==> src/rtl/alu_seq.sv <==
// Registered signed ALU with valid/ready handshakes and an iterative restoring divider for div/mod.
// Defining ALU_SEQ_FLAGS_EN adds registered zero/negative/carry/overflow status outputs.
module alu_seq #(
  parameter int N = 8
) (
  input  logic                clk,
  input  logic                rst_n,
  input  logic                in_valid,
  output logic                in_ready,
  input  logic signed [N-1:0] a,
  input  logic signed [N-1:0] b,
  input  logic [3:0]          sel,
  output logic                out_valid,
  input  logic                out_ready,
  output logic signed [N-1:0] out,
  output logic                err
`ifdef ALU_SEQ_FLAGS_EN
  ,
  output logic                flag_z,
  output logic                flag_n,
  output logic                flag_c,
  output logic                flag_v
`endif
);
  localparam int SW = $clog2(N);

  localparam logic [1:0] IDLE = 2'd0;
  localparam logic [1:0] CALC = 2'd1;
  localparam logic [1:0] DONE = 2'd2;

  logic [1:0]    state_q, state_d;
  logic [N-1:0]  out_q, out_d;
  logic          err_q, err_d;
  logic [N-1:0]  quo_q, quo_d, rem_q, rem_d, dvs_q, dvs_d, a_q, a_d;
  logic [SW-1:0] cnt_q, cnt_d;
  logic          negq_q, negq_d, negr_q, negr_d, bz_q, bz_d, mod_q, mod_d;

  logic          accept, ld_alu, ld_div, ge;
  logic [SW-1:0] amt;
  logic [N-1:0]  ua, ub, alu_res, quo_nx, rem_nx, div_res;
  logic [N:0]    rem_sh;

  function automatic logic [N-1:0] mag(input logic [N-1:0] v);
    return v[N-1] ? -v : v;
  endfunction

  assign in_ready  = rst_n && ((state_q == IDLE) || ((state_q == DONE) && out_ready));
  assign out_valid = (state_q == DONE);
  assign out       = out_q;
  assign err       = err_q;
  assign accept    = in_valid && in_ready;

  always_comb begin
    ua      = a;
    ub      = b;
    amt     = b[SW-1:0];
    alu_res = '0;
    case (sel)
      4'h0: alu_res = ua + ub;
      4'h1: alu_res = ua - ub;
      4'h2: alu_res = ua * ub;
      4'h5: alu_res = ua & ub;
      4'h6: alu_res = ua | ub;
      4'h7: alu_res = ~ua;
      4'h8: alu_res = ~(ua & ub);
      4'h9: alu_res = ~(ua | ub);
      4'hA: alu_res = ua ^ ub;
      4'hB: alu_res = ~(ua ^ ub);
      4'hC: alu_res = ua << amt;
      4'hD: alu_res = ua >> amt;
      4'hE: alu_res = (ua << amt) | (ua >> (N - amt));
      4'hF: alu_res = (ua >> amt) | (ua << (N - amt));
      default: alu_res = '0;
    endcase
  end

  always_comb begin
    state_d = state_q;
    out_d   = out_q;
    err_d   = err_q;
    quo_d   = quo_q;
    rem_d   = rem_q;
    dvs_d   = dvs_q;
    cnt_d   = cnt_q;
    negq_d  = negq_q;
    negr_d  = negr_q;
    bz_d    = bz_q;
    mod_d   = mod_q;
    a_d     = a_q;
    ld_alu  = 1'b0;
    ld_div  = 1'b0;

    // One restoring step: shift the next dividend bit into the partial remainder.
    rem_sh  = {rem_q, quo_q[N-1]};
    ge      = rem_sh >= {1'b0, dvs_q};
    quo_nx  = {quo_q[N-2:0], ge};
    rem_nx  = ge ? (rem_sh[N-1:0] - dvs_q) : rem_sh[N-1:0];
    div_res = bz_q ? (mod_q ? a_q : '1)
                   : (mod_q ? (negr_q ? -rem_nx : rem_nx) : (negq_q ? -quo_nx : quo_nx));

    case (state_q)
      CALC: begin
        quo_d = quo_nx;
        rem_d = rem_nx;
        cnt_d = cnt_q + 1'b1;
        if (cnt_q == SW'(N - 1)) begin
          ld_div  = 1'b1;
          state_d = DONE;
        end
      end
      DONE: if (out_ready) state_d = IDLE;
      default: ;
    endcase

    if (accept) begin
      if (sel == 4'h3 || sel == 4'h4) begin
        state_d = CALC;
        quo_d   = mag(a);
        dvs_d   = mag(b);
        rem_d   = '0;
        cnt_d   = '0;
        negq_d  = a[N-1] ^ b[N-1];
        negr_d  = a[N-1];
        bz_d    = (b == '0);
        mod_d   = sel[2];
        a_d     = a;
      end else begin
        ld_alu  = 1'b1;
        state_d = DONE;
      end
    end

    if (ld_alu) begin
      out_d = alu_res;
      err_d = 1'b0;
    end else if (ld_div) begin
      out_d = div_res;
      err_d = bz_q;
    end
  end

  always_ff @(posedge clk or negedge rst_n) begin
    if (!rst_n) begin
      state_q <= IDLE;
      out_q   <= '0;
      err_q   <= 1'b0;
      quo_q   <= '0;
      rem_q   <= '0;
      dvs_q   <= '0;
      cnt_q   <= '0;
      negq_q  <= 1'b0;
      negr_q  <= 1'b0;
      bz_q    <= 1'b0;
      mod_q   <= 1'b0;
      a_q     <= '0;
    end else begin
      state_q <= state_d;
      out_q   <= out_d;
      err_q   <= err_d;
      quo_q   <= quo_d;
      rem_q   <= rem_d;
      dvs_q   <= dvs_d;
      cnt_q   <= cnt_d;
      negq_q  <= negq_d;
      negr_q  <= negr_d;
      bz_q    <= bz_d;
      mod_q   <= mod_d;
      a_q     <= a_d;
    end
  end

`ifdef ALU_SEQ_FLAGS_EN
  logic                  fl_c, fl_v;
  logic                  fz_q, fn_q, fc_q, fv_q;
  logic [SW-1:0]         idx_l, idx_r;
  logic signed [2*N-1:0] prod;

  always_comb begin
    fl_c  = 1'b0;
    fl_v  = 1'b0;
    idx_l = -amt;
    idx_r = amt - 1'b1;
    prod  = $signed((2*N)'(a)) * $signed((2*N)'(b));
    case (sel)
      4'h0: begin
        fl_c = (a[N-1] & b[N-1]) | ((a[N-1] | b[N-1]) & ~alu_res[N-1]);
        fl_v = (a[N-1] == b[N-1]) && (alu_res[N-1] != a[N-1]);
      end
      4'h1: begin
        fl_c = ua < ub;
        fl_v = (a[N-1] != b[N-1]) && (alu_res[N-1] != a[N-1]);
      end
      4'h2: fl_v = prod != {{N{prod[N-1]}}, prod[N-1:0]};
      4'hC: fl_c = (amt != '0) && ua[idx_l];
      4'hD: fl_c = (amt != '0) && ua[idx_r];
      default: ;
    endcase
  end

  always_ff @(posedge clk or negedge rst_n) begin
    if (!rst_n) begin
      fz_q <= 1'b0;
      fn_q <= 1'b0;
      fc_q <= 1'b0;
      fv_q <= 1'b0;
    end else if (ld_alu || ld_div) begin
      fz_q <= (out_d == '0);
      fn_q <= out_d[N-1];
      fc_q <= ld_alu && fl_c;
      fv_q <= ld_alu && fl_v;
    end
  end

  assign flag_z = fz_q;
  assign flag_n = fn_q;
  assign flag_c = fc_q;
  assign flag_v = fv_q;
`endif

endmodule

==> config.mk <==
export PLATFORM = sky130hd
export DESIGN_NAME = alu_seq
export DESIGN_NICKNAME = d
export VERILOG_FILES = /design/src/rtl/alu_seq.sv
export SDC_FILE = /design/constraint.sdc
export NUM_CORES = 1
export LEC_CHECK = 0
export ABC_CLOCK_PERIOD_IN_PS = 3300
export BUFFER_PORTS_ARGS = -buffer_cell sky130_fd_sc_hd__buf_2
export CORE_ASPECT_RATIO = 1.25
export CORE_MARGIN = 5
export CORE_UTILIZATION = 59
export DETAILED_ROUTE_END_ITERATION = 6
export MAX_ROUTING_LAYER = met4
export PLACE_DENSITY = 0.83
export SYNTH_ARGS = -nofsm -noshare
export SYNTH_HDL_FRONTEND = slang
export SYNTH_SLANG_ARGS = --single-unit
==> constraint.sdc <==
create_clock -name clk -period 3.3 [get_ports clk]
set_input_delay 0.33 -clock clk [delete_from_list [all_inputs] [get_ports clk]]
set_output_delay 0.33 -clock clk [all_outputs]
set_load 0.005 [all_outputs]
## Yosys cells after proc, flatten, opt, wreduce, memory -nomap -nowiden

Cells that the tools add are included.

| word-level totals | value |
|---|---|
| input bits | 24 |
| output and inout bits | 11 |
| register bits after elaboration | 50 |

| operators by class | value |
|---|---|
| equal/unequal tests | 20 |
| bitwise logic cells | 10 |
| order comparisons | 1 |
| muxes and demuxes | 31 |
| $mul | 1 |
| reductions and logical operators | 12 |
| shift-type cells | 4 |
| add/subtract/negate cells | 9 |

Operators by type and width:

| cell | number |
|---|---|
| 8-bit two-way mux | 16 |
| 8-bit case mux with 14 select lines | 1 |
| 4-bit equality test, second input constant | 8 |
| 8-bit negator | 4 |
| 8-bit NOT | 4 |
| 8-bit by 32-bit << shifter with 8-bit output | 1 |
| 8-bit by 32-bit right shift with 8-bit output | 1 |
| 8-bit OR | 3 |
| 4-bit by 3-bit equality test with 1-bit output, second input constant | 4 |
| 8-bit subtractor | 2 |
| 9-bit by 8-bit >= comparator with 1-bit output | 1 |
| 3-bit two-way mux | 3 |
| 8-bit adder | 1 |
| 8-bit bitwise AND | 1 |
| 4-bit by 2-bit equality test with 1-bit output, second input constant | 2 |
| 8-bit zero test | 1 |
| 8-bit by 8-bit multiplier with 8-bit output | 1 |
| 2-bit two-way mux | 4 |
| 8-bit by 3-bit << shifter with 8-bit output | 1 |
| 8-bit by 3-bit right shift with 8-bit output | 1 |
| 8-bit bitwise XOR | 1 |
| 1-bit two-way mux | 6 |
| 4-bit by 3-bit subtractor with 5-bit output, first input constant | 1 |
| 4-bit by 1-bit equality test with 1-bit output, second input constant | 1 |
| other kinds (16) | 19 |

## Depth between registers and ports, before layout

| depth | value |
|---|---|
| depth in word-level cells | 8 |
| mapped depth | 19 |
| mapped depth without buffers | 17 |

## Worst setup path after synthesis

Ideal clock, no wire load.

| path | value |
|---|---|
| kind | in2reg |
| start point | in a[1] |
| end point | reg out_q[5] (netlist: out[5]) |
| stages | 17 |
| data required time | 3.157 ns |
| path buffers | 1 |
| arrival time | 4.008 ns |
| setup slack | -0.851 ns |
| cell sequence | clkbuf_1 > clkinv_1 > nor2_1 > ha_1 > fa_1 > ha_1 > inv_1 > fa_1 > inv_1 > fa_1 > xor2_1 > a32oi_1 > o21ai_0 > a221oi_1 > o21ai_0 > a2111oi_0 > o22ai_1 |

| on the way | value |
|---|---|
| cells in the longest elaborated chain, start to end | 4 |
| elaborated cells between the ends (all ways) | 11 |

RTL lines:

| element | RTL line | text |
|---|---|---|
| start, declared | 10 | `input logic signed [N-1:0] a,` |
| branches (longest 2 deep; another with 8-bit by 8-bit multiplier with 8-bit output) | -- |  |
| 8-bit case mux with 14 select lines (*) | 58 | `case (sel)` |
| 8-bit two-way mux (*) | 133 | `if (ld_alu) begin` |
| end signal, assigned | 158 | `out_q <= out_d;` |
| end, declared | 32 | `logic [N-1:0] out_q, out_d;` |

Mark *: on every way between the ends.
A chain may end at the register's enable or synchronous reset.

## Worst setup path after layout

| path | value |
|---|---|
| start point | in a[2] |
| end point | reg out_q[7] (netlist: out[7]) |

The elaborated chain is that of the path after synthesis.

==> results.cfg <==
[worst_setup_path]
endpoint_kind = register
crit_path_start = a[2]
reg2reg_slack_ns = 0.01
critPathLaunchType = input port
timing.rr.start = rem_q[4]
worst-setup-path-type = input port to register
required_ns = 3.48
cp.arrival_ns = 3.75
ff2ff_path_depth = 14
critPathCapture = out[7]
crit_path_max_fanout = 5
r2r-end = out[6]

[timing]
worst_slew_pin_slew_ns = 0.883
slew_violations = 0
min_period_over_period = 1.08
skew_ns = 0.00714
min_period_ns = 3.58
finalHoldViolations = 0
rsz0062_at_grt = yes
max_freq_mhz = 280
tns_ns = -0.591
relSlewSlack = 0.406
finalSetupViolCount = 4
final.setup.worst_slack_ns = -0.276

[clock_tree]
clk_pin_slew_ns = 0.06
cts_htree_levels = 2
cts_buffer_depth = 2
cts_tree = done
cts_root_buf = clkbuf_16
cts_inserted_buffers = 5
clock_latency_ns = 0.30
numClockSinks = 49

[synth]
synth.ff_latch_count = 49
yosys_most_used_dff = dfrtp_1
syn_inst = 852
synth_area_leaders = dfrtp_1 (19%), ha_1 (11%), nand2_1 (7.2%)
syn_nets = 945
synth_warnings = 0
syn-cell-area_um2 = 6400
avgSynthCellArea_um2 = 7.51
yosysUniqueCellTypes = 72
yosysTopAreaCell = dfrtp_1
synth_top_cell_area_share = 0.192
ys_async_sr_fraction = 1.00
synth_edf_count = 0
yosysSeqAreaShare = 0.192

[global_route]
antenna_found_initial = 0
grt_max_degree = 47
grt_pass1_vias = 6544
grt.total_usage = 0.340
grt-ovfl-total = 0
grt_first_pass_wirelength_um = 33800

[die]
dieWidth_um = 103
initial_core_util = 0.603
core_region_area_um2 = 10600
rows = 42
die_area_um2 = 13000
fp.dieH_um = 126
boundaryPins = 35

[run_status]
status = complete, but fails checks
violations = setup timing

[routing]
wl_per_cell_um = 20.5
drc = 0
ant_nets = 0
drt_iter0_markers = 575
viasPerCell = 6.38
vias = 6753
firstDrtPassIters = 5
wl_um = 21700

[power_and_ir_drop]
leakage_uw = 0.00343
ir_drop_mv = 0.422
powerDensity_nw_per_um2 = 693

[worst_hold_path]
hp-class = input port to register
worstHoldStart = b[6]

[job]
drv_cap = 0

[placement]
globalplace.congestion = 1.09
dp_hpwl_um = 16300
port_buffers = 34
post-place-ws_ns = -0.827

[cells_and_area]
syn_to_final_growth_pct = 19.2
layout-drive-gt1-share = 0.210
n_antenna_cell = 0
fill_cells = 831
layout.nets = 1019
[critical path, cell delays in order]
cell and delay [ns]:
buf_4 0.11, buf_6 0.13, nand2_2 0.06, fa_2 0.34, fa_1 0.55, inv_2 0.05, fa_1 0.49, inv_2 0.04
fa_1 0.51, inv_2 0.05, ha_4 0.24, a21oi_2 0.14, xnor2_1 0.15, xnor2_1 0.09, nand2_1 0.09, a41oi_2 0.13
a211o_1 0.25
[sequential cells by signal, summed over array words and instances (netlist names)]
signal   flops
a_q          8
bz_q         1
cnt_q        3
dvs_q        8
err          1
mod_q        1
negq_q       1
out          8
quo_q        8
rem_q        8
state_q      2
[cells by family (layout without fill, tap and decap cells)]
logic type                 Yosys count  count (layout)  share of synthesized area
AOI/OAI and AO/OA                  221             221                      0.226
xor gates and xnor gates            63              63                     0.0863
adders and majority gates           69              69                      0.151
buffers and inverters              120             195                     0.0745
DFF                                 49              49                      0.192
muxes                               35              35                     0.0651
and+or+nand+nor                    295             295                      0.205
[Yosys cell counts, drive strengths merged (12+ instances only)]
master    n
a211oi   12
a21oi    48
a31oi    14
buf      14
clkbuf   41
dfrtp    49
fa       14
ha       55
inv      61
mux2i    27
nand2   124
nand3    20
nor2     81
nor3     22
o21ai    62
xnor2    48
xor2     15
[repair_timing]
item	in CTS	in global routing
pin swaps	9	15
buffers inserted	4	2
gates resized for setup	26	25
hold buffers	1	0
setup endpoints to repair	5	5
endpoints found under the hold margin	3	0
[routing by layer]
layer / vias up / part of all wire / GRT usage
li1: 3136 / - / -
met1: 3128 / 0.37 / 0.400
met2: 372 / 0.49 / 0.546
met3: 117 / 0.076 / 0.0472
met4: 0 / 0.070 / 0.197
met5: - / 0 / -
[worst min-delay path by stage]
stage / slack (ns) / cells past startpoint / endpoint
after floorplan: 0.03 / 0 / a_q[0]
after global placement: 0.16 / 1 / err
after detailed placement: 0.16 / 1 / err
after CTS: 0.37 / 3 / bz_q
after global routing: 0.40 / 3 / bz_q
final: 0.38 / 3 / bz_q
[metrics by stage]
stage | area, µm² | std cells | hold slack, ns | util | total power, µW
2_1_floorplan | 6590 | 852 | 0.0344 | - | 3600
3_3_place_gp | 7220 | 1045 | 0.163 | 0.680 | 4440
3_5_place_dp | 7220 | 1045 | 0.165 | 0.680 | 4530
4_1_cts | 7510 | 1058 | 0.372 | 0.707 | 5160
5_1_grt | 7620 | 1059 | 0.398 | 0.718 | 5680
6_report | 7620 | 1059 | 0.375 | 0.718 | 5280
[power breakdown]
part	switching, µW	internal (µW)
clock network	228	302
logic	2060	1560
registers	257	881
[layout make-up]
class                   instances  area [µm²]  area share
clock inverters                 2        13.8     0.00181
well taps                     132         165      0.0217
repair buffers                122         890       0.117
flip-flops and latches         49        1230       0.161
clock buffers                   6         139      0.0182
inverters                      65         275      0.0361
multi-input cells             683        4910       0.645
[cell usage in the layout, fill, tap and decap left out, types with 27 or more instances in the layout]
cell type	n
buf_2	27
inv_1	50
buf_4	86
xnor2_1	47
nor2_1	77
ha_1	47
a21oi_1	45
o21ai_0	58
nand2_1	118
mux2i_1	27
dfrtp_1	49
Power figures use the tool's default switching activity.
